==> src/rtl/psum_row_collect.sv <==
// Row partial-sum collector: saturating 3-way add per beat, buffers a DO_W x DO_H frame,
// then drains it in raster order. Define PSUM_ROW_COLLECT_RELU_EN to clamp negatives to 0.
module psum_row_collect #(
  parameter int unsigned INWIDTH = 16,
  parameter int unsigned IN_FRAC = 12,
  parameter int unsigned DO_W    = 5,
  parameter int unsigned DO_H    = 5,
  parameter int unsigned ADDR_W  = 5
) (
  input  logic               CLK,
  input  logic               RST,
  input  logic               PSUM_VLD,
  output logic               PSUM_RDY,
  input  logic [INWIDTH-1:0] PSUM_R1,
  input  logic [INWIDTH-1:0] PSUM_R2,
  input  logic [INWIDTH-1:0] PSUM_R3,
  output logic               DO_VLD,
  input  logic               DO_RDY,
  output logic [INWIDTH-1:0] DO_DATA,
  output logic [ADDR_W-1:0]  DO_ADDR,
  output logic               FRAME_DONE,
  output logic               BUSY
);

  localparam int unsigned N     = DO_W * DO_H;
  localparam int unsigned CntW  = ADDR_W + 1;
  localparam int unsigned SumW  = INWIDTH + 2;
  localparam int unsigned Depth = 1 << ADDR_W;

  localparam logic [CntW-1:0]        NCnt     = CntW'(N);
  localparam logic [ADDR_W-1:0]      LastAddr = ADDR_W'(N - 1);
  localparam logic signed [SumW-1:0] SatMax   = {3'b000, {(INWIDTH - 1){1'b1}}};
  localparam logic signed [SumW-1:0] SatMin   = {3'b111, {(INWIDTH - 1){1'b0}}};

  // Q-format is carried through unchanged; only sanity-check the configuration.
  if (IN_FRAC >= INWIDTH || Depth < N) begin : gen_bad_cfg
    $error("psum_row_collect: invalid IN_FRAC or ADDR_W too small for DO_W*DO_H");
  end

  typedef enum logic [1:0] {StIdle, StFill, StDrain} state_e;

  state_e              state_q, state_d;
  logic [CntW-1:0]     acc_cnt_q, acc_cnt_d;
  logic [ADDR_W-1:0]   wr_ptr_q, wr_ptr_d;
  logic [ADDR_W-1:0]   rd_ptr_q, rd_ptr_d;
  logic                s1_vld_q, s1_vld_d;
  logic [INWIDTH-1:0]  s1_sum_q, s1_sum_d;
  logic                rdy_q, rdy_d;
  logic                done_q, done_d;
  logic [INWIDTH-1:0]  mem_q [Depth];

  logic signed [SumW-1:0] r1_ext, r2_ext, r3_ext, sum_full;
  logic [INWIDTH-1:0]     pix;
  logic                   accept, do_vld, do_hs;

  always_comb begin
    r1_ext   = {{2{PSUM_R1[INWIDTH-1]}}, PSUM_R1};
    r2_ext   = {{2{PSUM_R2[INWIDTH-1]}}, PSUM_R2};
    r3_ext   = {{2{PSUM_R3[INWIDTH-1]}}, PSUM_R3};
    sum_full = r1_ext + r2_ext + r3_ext;
    if (sum_full > SatMax) begin
      pix = SatMax[INWIDTH-1:0];
    end else if (sum_full < SatMin) begin
      pix = SatMin[INWIDTH-1:0];
    end else begin
      pix = sum_full[INWIDTH-1:0];
    end
`ifdef PSUM_ROW_COLLECT_RELU_EN
    if (pix[INWIDTH-1]) begin
      pix = '0;
    end
`endif
  end

  assign accept = PSUM_VLD & rdy_q;
  assign do_vld = (state_q == StDrain);
  assign do_hs  = do_vld & DO_RDY;

  always_comb begin
    state_d   = state_q;
    acc_cnt_d = acc_cnt_q;
    wr_ptr_d  = wr_ptr_q;
    rd_ptr_d  = rd_ptr_q;
    done_d    = 1'b0;
    s1_vld_d  = accept;
    s1_sum_d  = accept ? pix : s1_sum_q;

    if (accept) begin
      acc_cnt_d = acc_cnt_q + 1'b1;
    end
    if (s1_vld_q) begin
      wr_ptr_d = wr_ptr_q + 1'b1;
    end

    unique case (state_q)
      StIdle: begin
        if (accept) begin
          state_d = StFill;
        end
      end
      StFill: begin
        if (s1_vld_q && wr_ptr_q == LastAddr) begin
          state_d  = StDrain;
          wr_ptr_d = '0;
        end
      end
      StDrain: begin
        if (do_hs) begin
          if (rd_ptr_q == LastAddr) begin
            state_d   = StIdle;
            rd_ptr_d  = '0;
            acc_cnt_d = '0;
            done_d    = 1'b1;
          end else begin
            rd_ptr_d = rd_ptr_q + 1'b1;
          end
        end
      end
      default: state_d = StIdle;
    endcase

    // Ready is registered from the next state so it never glitches and is low in reset.
    rdy_d = (state_d == StIdle) || ((state_d == StFill) && (acc_cnt_d < NCnt));
  end

  always_ff @(posedge CLK or negedge RST) begin
    if (!RST) begin
      state_q   <= StIdle;
      acc_cnt_q <= '0;
      wr_ptr_q  <= '0;
      rd_ptr_q  <= '0;
      s1_vld_q  <= 1'b0;
      s1_sum_q  <= '0;
      rdy_q     <= 1'b0;
      done_q    <= 1'b0;
    end else begin
      state_q   <= state_d;
      acc_cnt_q <= acc_cnt_d;
      wr_ptr_q  <= wr_ptr_d;
      rd_ptr_q  <= rd_ptr_d;
      s1_vld_q  <= s1_vld_d;
      s1_sum_q  <= s1_sum_d;
      rdy_q     <= rdy_d;
      done_q    <= done_d;
    end
  end

  always_ff @(posedge CLK) begin
    if (s1_vld_q) begin
      mem_q[wr_ptr_q] <= s1_sum_q;
    end
  end

  assign PSUM_RDY   = rdy_q;
  assign DO_VLD     = do_vld;
  assign DO_ADDR    = do_vld ? rd_ptr_q : '0;
  assign DO_DATA    = do_vld ? mem_q[rd_ptr_q] : '0;
  assign FRAME_DONE = done_q;
  assign BUSY       = (state_q != StIdle);

endmodule

==> config.mk <==
export PLATFORM = sky130hd
export DESIGN_NAME = psum_row_collect
export DESIGN_NICKNAME = d
export VERILOG_FILES = /design/src/rtl/psum_row_collect.sv
export SDC_FILE = /design/constraint.sdc
export NUM_CORES = 1
export LEC_CHECK = 0
export ABC_AREA = 1
export CAP_MARGIN = 25
export CORE_MARGIN = 3
export CORE_UTILIZATION = 50
export CTS_CLUSTER_SIZE = 10
export DETAILED_ROUTE_END_ITERATION = 8
export PLACE_DENSITY_LB_ADDON = 0.2
export SYNTH_ARGS = -nofsm -noshare
export SYNTH_HDL_FRONTEND = slang
export SYNTH_SLANG_ARGS = --single-unit
export TNS_END_PERCENT = 100
==> constraint.sdc <==
create_clock -name CLK -period 2.81 [get_ports CLK]
set_input_delay 0.562 -clock CLK [delete_from_list [all_inputs] [get_ports CLK]]
set_output_delay 0.562 -clock CLK [all_outputs]
set_load 0.03 [all_outputs]
After elaboration in Yosys (flattened, before gate mapping)
Memories as Yosys holds them, arrays and structs flattened.
Index checks and enable logic that the tools add are counted.
- memories: 1
- logic and storage cells: 53
- input port bits: 52
- register bits: 37
- RAM bits: 512
- output and inout bits: 25
- memory list (memory ; words ; bits a word ; read ports ; clocked after memory_dff ; write ports ; RTL line ; text):
    mem_q ; 32 ; 16 ; 1 ; 0 ; 1 ; 50 ; logic [INWIDTH-1:0] mem_q [Depth];
- eq/ne operators: 5
- add/sub/neg operators: 5
- multiplexer cells: 22
- reduce and logical (&&, ||, !) cells: 7
- bitwise operators: 2
- order comparisons: 3
- operators with widths (kind ; number):
    16-bit 2-to-1 mux ; 3
    5-bit 2-to-1 mux ; 5
    6-bit 2-to-1 mux ; 4
    17-bit by 16-bit adder with 18-bit output ; 1
    18-bit by 16-bit > comparator with 1-bit output, second input constant ; 1
    18-bit by 16-bit < comparator with 1-bit output, second input constant ; 1
    16-bit by 16-bit adder with 17-bit output ; 1
    5-bit by 1-bit adder with 5-bit output, second input constant ; 2
    5-bit equality test, second input constant ; 2
    2-bit 2-to-1 mux ; 4
    6-bit by 1-bit adder with 6-bit output, second input constant ; 1
    6-bit by 5-bit < comparator with 1-bit output, second input constant ; 1
    2-bit case mux with 3 select lines ; 1
    1-bit 2-to-1 mux ; 5
    2-bit by 1-bit equality test with 1-bit output, second input constant ; 2
    2-bit zero test ; 2
    1-bit AND ; 2
    2-bit equality test, second input constant ; 1
    1-bit logical AND ; 2
    2-bit AND reduction ; 1
    2-bit nonzero test ; 1
    1-bit logical OR ; 1

Longest topological paths before layout
- depth after elaboration: 8
- mapped depth: 18
- gate-level depth less buffers: 17

Worst setup path after synthesis
OpenSTA, ideal clock, no wires.
- kind: input -> register
- start: input port PSUM_R1[1]
- end: register s1_sum_q[10]
- data required time: 2.689 ns
- slack: -0.055 ns
- cell stages on the path: 16
- arrival: 2.743 ns
- cells stage by stage: inv_1 > fa_1 > inv_1 > ha_1 > fa_1 > nand2_1 > nand2_1 > nand2_1 > o21ai_2 > nand2_1 > nand2_1 > nand2_1 > nand2_2 > a21oi_4 > buf_6 > a21oi_2
- longest elaborated chain between the ends: 5
- ends and longest elaborated chain (what ; RTL line ; text):
    start, declared ; 14 ; input logic [INWIDTH-1:0] PSUM_R1,
    16-bit by 16-bit adder with 17-bit output (*) ; 60 ; sum_full = r1_ext + r2_ext + r3_ext;
    17-bit by 16-bit adder with 18-bit output (*) ; 60 ;
    18-bit by 16-bit < comparator with 1-bit output ; 63 ; end else if (sum_full < SatMin) begin
    16-bit 2-to-1 mux ; 63 ;
    16-bit 2-to-1 mux (*) ; 61 ; if (sum_full > SatMax) begin
    end signal, assigned ; 142 ; s1_sum_q <= s1_sum_d;
    end, declared ; 47 ; logic [INWIDTH-1:0] s1_sum_q, s1_sum_d;
Every way passes the cells marked *; elsewhere a longest branch is shown, timed or not.
A chain may end at the register's enable or synchronous reset.

Worst setup path in the final report
- start: register rd_ptr_q[0]
- end: output port DO_DATA[9]
- longest elaborated chain between the ends: 2
- ends and longest elaborated chain (what ; RTL line ; text):
    start, declared ; 45 ; logic [ADDR_W-1:0] rd_ptr_q, rd_ptr_d;
    start signal, assigned ; 140 ; rd_ptr_q <= rd_ptr_d;
    memory read 32 x 16 bit ; -- ;
    16-bit 2-to-1 mux ; 157 ; assign DO_DATA = do_vld ? mem_q[rd_ptr_q] : '0;
    end, declared ; 19 ; output logic [INWIDTH-1:0] DO_DATA,
No other way between the ends.

==> flow_summary.json <==
{
  "setup_viol": 16,
  "finalNonFillerCells": 2696,
  "diodes": 0,
  "tightest_slew_ns": 1.06,
  "placed_area_um2": 25400,
  "cp_common_cell": "buf_12",
  "multi_input_area_um2": 6450,
  "numCtsBuffers": 61,
  "cts_tree": "built",
  "rsz0062_at_grt": "true",
  "clkTransAtPathRegs_ns": 0.06,
  "num-nets-final": 2162,
  "initial_core_util": 0.507,
  "reg2reg_from": "rd_ptr_q[1]$_DFFE_PN0P_",
  "cp_num_cells": 11,
  "dp.cells": 2570,
  "max_stage_delay_ns": 0.43,
  "synthDominantCellAreaShare": 0.667,
  "drv_slew": 0,
  "p_per_area_nw_per_um2": 865,
  "ys_seq_area_frac": 0.707,
  "num_rows": 78,
  "setup.worst_path.class": "flop to output port",
  "crit_path_max_fanout": 19,
  "vias_per_cell": 5.92,
  "io_buffers": 76,
  "place_congestion": 0.841,
  "layout_commonest_cell": "edfxtp_1",
  "ir_worst_vdd_v": 0.000500,
  "seq_area_um2": 16300,
  "layout_common_cells": "edfxtp_1, nor2_1, o21ai_0, nand2_1, buf_4",
  "worstReg2RegEnd": "PSUM_RDY$_DFF_PN0_",
  "worstPathRequired_ns": 2.25,
  "hold_viol_final": 0,
  "postLayoutCellArea_um2": 28300,
  "min_period_ns": 3.18,
  "violations": "negative setup slack",
  "io_pins": 77,
  "fin_crit_sh": 1.13,
  "netlist-cell-type-count": 42,
  "postRouteAntennaNets": 0,
  "drive_gt1_frac": 0.174,
  "path_delay_family": "buffers and inverters",
  "wirelength_um": 62000,
  "hold_buffers": 0,
  "total_leakage_power_nw": 9.96,
  "fin_ws_ns": -0.370,
  "cts.sinks": 549,
  "cap_violations": 0,
  "area_growth_pct": 23.0,
  "worstSetupStartpoint": "rd_ptr_q[0]$_DFFE_PN0P_",
  "rr_worst_depth": 13,
  "endpoint": "DO_DATA[9]",
  "grt_use_total": 0.252,
  "worst-endpoint-arrival_ns": 2.62,
  "grt_pass1_vias": 15600,
  "min_path_type": "input pin to asynchronous set/reset pin",
  "dr.pass1.iters": 5,
  "status": "complete, but fails checks",
  "h-tree-depth": 2,
  "vias": 16000,
  "max_freq_ghz": 0.314,
  "total_power_mw": 24.5,
  "netlist_area_um2": 23000,
  "drc_errors": 0,
  "synth_fp_nets": 1973,
  "detailed_place_hpwl_um": 34600,
  "critPathBufInv": 5,
  "startpoint_type": "flop",
  "post-place-ws_ns": -0.676,
  "synth.avg_cell_area_um2": 12.3,
  "grt_pass1_wl_um": 91800,
  "cts_root_buf": "clkbuf_16",
  "die_width_um": 221,
  "end_kind": "output port",
  "slew_headroom": 0.292,
  "synthTopCellsByArea": "edfxtp_1, o21ai_0, nor2_1, dfrtp_1, nand2_1",
  "tns_ns": -4.61,
  "die_h_um": 221,
  "yosys_warnings": 0,
  "fillers": 3483,
  "path_cells": "buf_12 > inv_16 > buf_6 > buf_16 > o21ai_2 > o22ai_1 > o211ai_1 > nand3_1 > nand2_1 > nand2_2 > buf_12",
  "rrSetupSlack_ns": 0.32,
  "finish.utilization": 0.623,
  "grt_max_degree": 47,
  "synthCells": 1881,
  "clk_latency_ns": 0.62,
  "finClkSkew_ns": 0.0253,
  "synth.largest_area_cell": "edfxtp_1",
  "ys_ff_latch": 549,
  "antenna_found_initial": 0,
  "die_area_um2": 48700,
  "wl_per_cell_um": 23.0,
  "drt_iter0_drc": 1636,
  "grt.overflow.total": 0,
  "timing.hold.ws_ns": 0.0736,
  "clock_path_buffers": 3,
  "core_area_um2": 45500,
  "slowest_stage": "dfrtp_4"
}
==> flip-flops by register name, summed over array words and instances (netlist names) <==
| name | flops |
|---|---|
| FRAME_DONE | 1 |
| PSUM_RDY | 1 |
| acc_cnt_q | 6 |
| mem_q | 512 |
| rd_ptr_q | 5 |
| s1_sum_q | 16 |
| s1_vld_q | 1 |
| state_q | 2 |
| wr_ptr_q | 5 |
==> synthesized netlist by cell type, drive strengths merged <==
| cell | number |
|---|---|
| and2 | 1 |
| ha | 23 |
| xor2 | 10 |
| inv | 62 |
| a21o | 1 |
| dfrtp | 37 |
| o2111ai | 1 |
| nor2 | 347 |
| nand2 | 210 |
| xnor2 | 2 |
| o221ai | 44 |
| o21bai | 1 |
| o22ai | 73 |
| a22oi | 1 |
| nand3 | 73 |
| edfxtp | 512 |
| and3 | 5 |
| fa | 17 |
| clkinv | 2 |
| a21oi | 39 |
| nor3b | 1 |
| buf | 43 |
| clkbuf | 65 |
| mux2i | 1 |
| or2 | 2 |
| o21ai | 277 |
| nor3 | 10 |
| nand4 | 2 |
| o211ai | 19 |
==> cell type report <==
class,count,area share
multi-input cells,1161,0.228
well taps,600,0.0265
flip-flops and latches,549,0.575
repair inverters,2,0.000706
repair buffers,231,0.102
inverters,64,0.00922
clock buffers,87,0.0580
clock inverters,2,0.000883
==> repair_timing <==
item                       CTS  global route
setup endpoints to repair   22            31
resized for setup          106            66
buffers inserted            10             3
pin swaps                   38            31
cloned                      15             6
hold endpoints to repair     0             0
==> report_power, final <==
| part | switching [mW] | internal, mW | leakage [nW] |
|---|---|---|---|
| Sequential | 0.555 | 10.7 | 5.01 |
| Clock | 2.93 | 3.98 | 0.805 |
| Combinational | 4.05 | 2.29 | 4.14 |
| Total | 7.53 | 17.0 | 9.96 |
==> layer usage <==
metal	part of all wire	up-vias	track usage
met5	0	-	0
met2	0.49	680	0.420
met1	0.40	7923	0.330
met4	0.039	0	0.103
met3	0.073	158	0.0456
li1	-	7201	-
==> cells by family (layout without fill, tap and decap cells) <==
group,Yosys count,after routing,share of synthesized area
muxes,1,1,0.000434
adders and majority gates,40,40,0.0273
DFF,549,549,0.707
xor gates and xnor gates,12,12,0.00456
AOI/OAI and AO/OA,456,456,0.115
buffers and inverters,172,386,0.0312
and+or+nand+nor,651,652,0.114
==> worst register-to-register path, stage by stage, from the launching register on <==
cell,delay [ns]
dfrtp_4,0.53
clkinv_4,0.16
bufbuf_16,0.37
ha_1,0.18
nand2_1,0.05
nor2_1,0.23
inv_2,0.09
nor2_4,0.21
inv_2,0.11
nand3_1,0.10
nand2_1,0.07
nand3_1,0.09
nand2_1,0.05
a21oi_1,0.16
==> worst min path at each step <==
stage               depth (start not counted)                      end              startpoint
CTS                                         1  rd_ptr_q[0]$_DFFE_PN0P_                     RST
floorplan                                   0     FRAME_DONE$_DFF_PN0_                     RST
global placement                            1   acc_cnt_q[4]$_DFF_PN0_  acc_cnt_q[4]$_DFF_PN0_
detailed placement                          1   acc_cnt_q[4]$_DFF_PN0_  acc_cnt_q[4]$_DFF_PN0_
finish                                      1  rd_ptr_q[2]$_DFFE_PN0P_                     RST
global route                                1  rd_ptr_q[2]$_DFFE_PN0P_                     RST
Note: power is estimated with default switching activity, not from simulation.
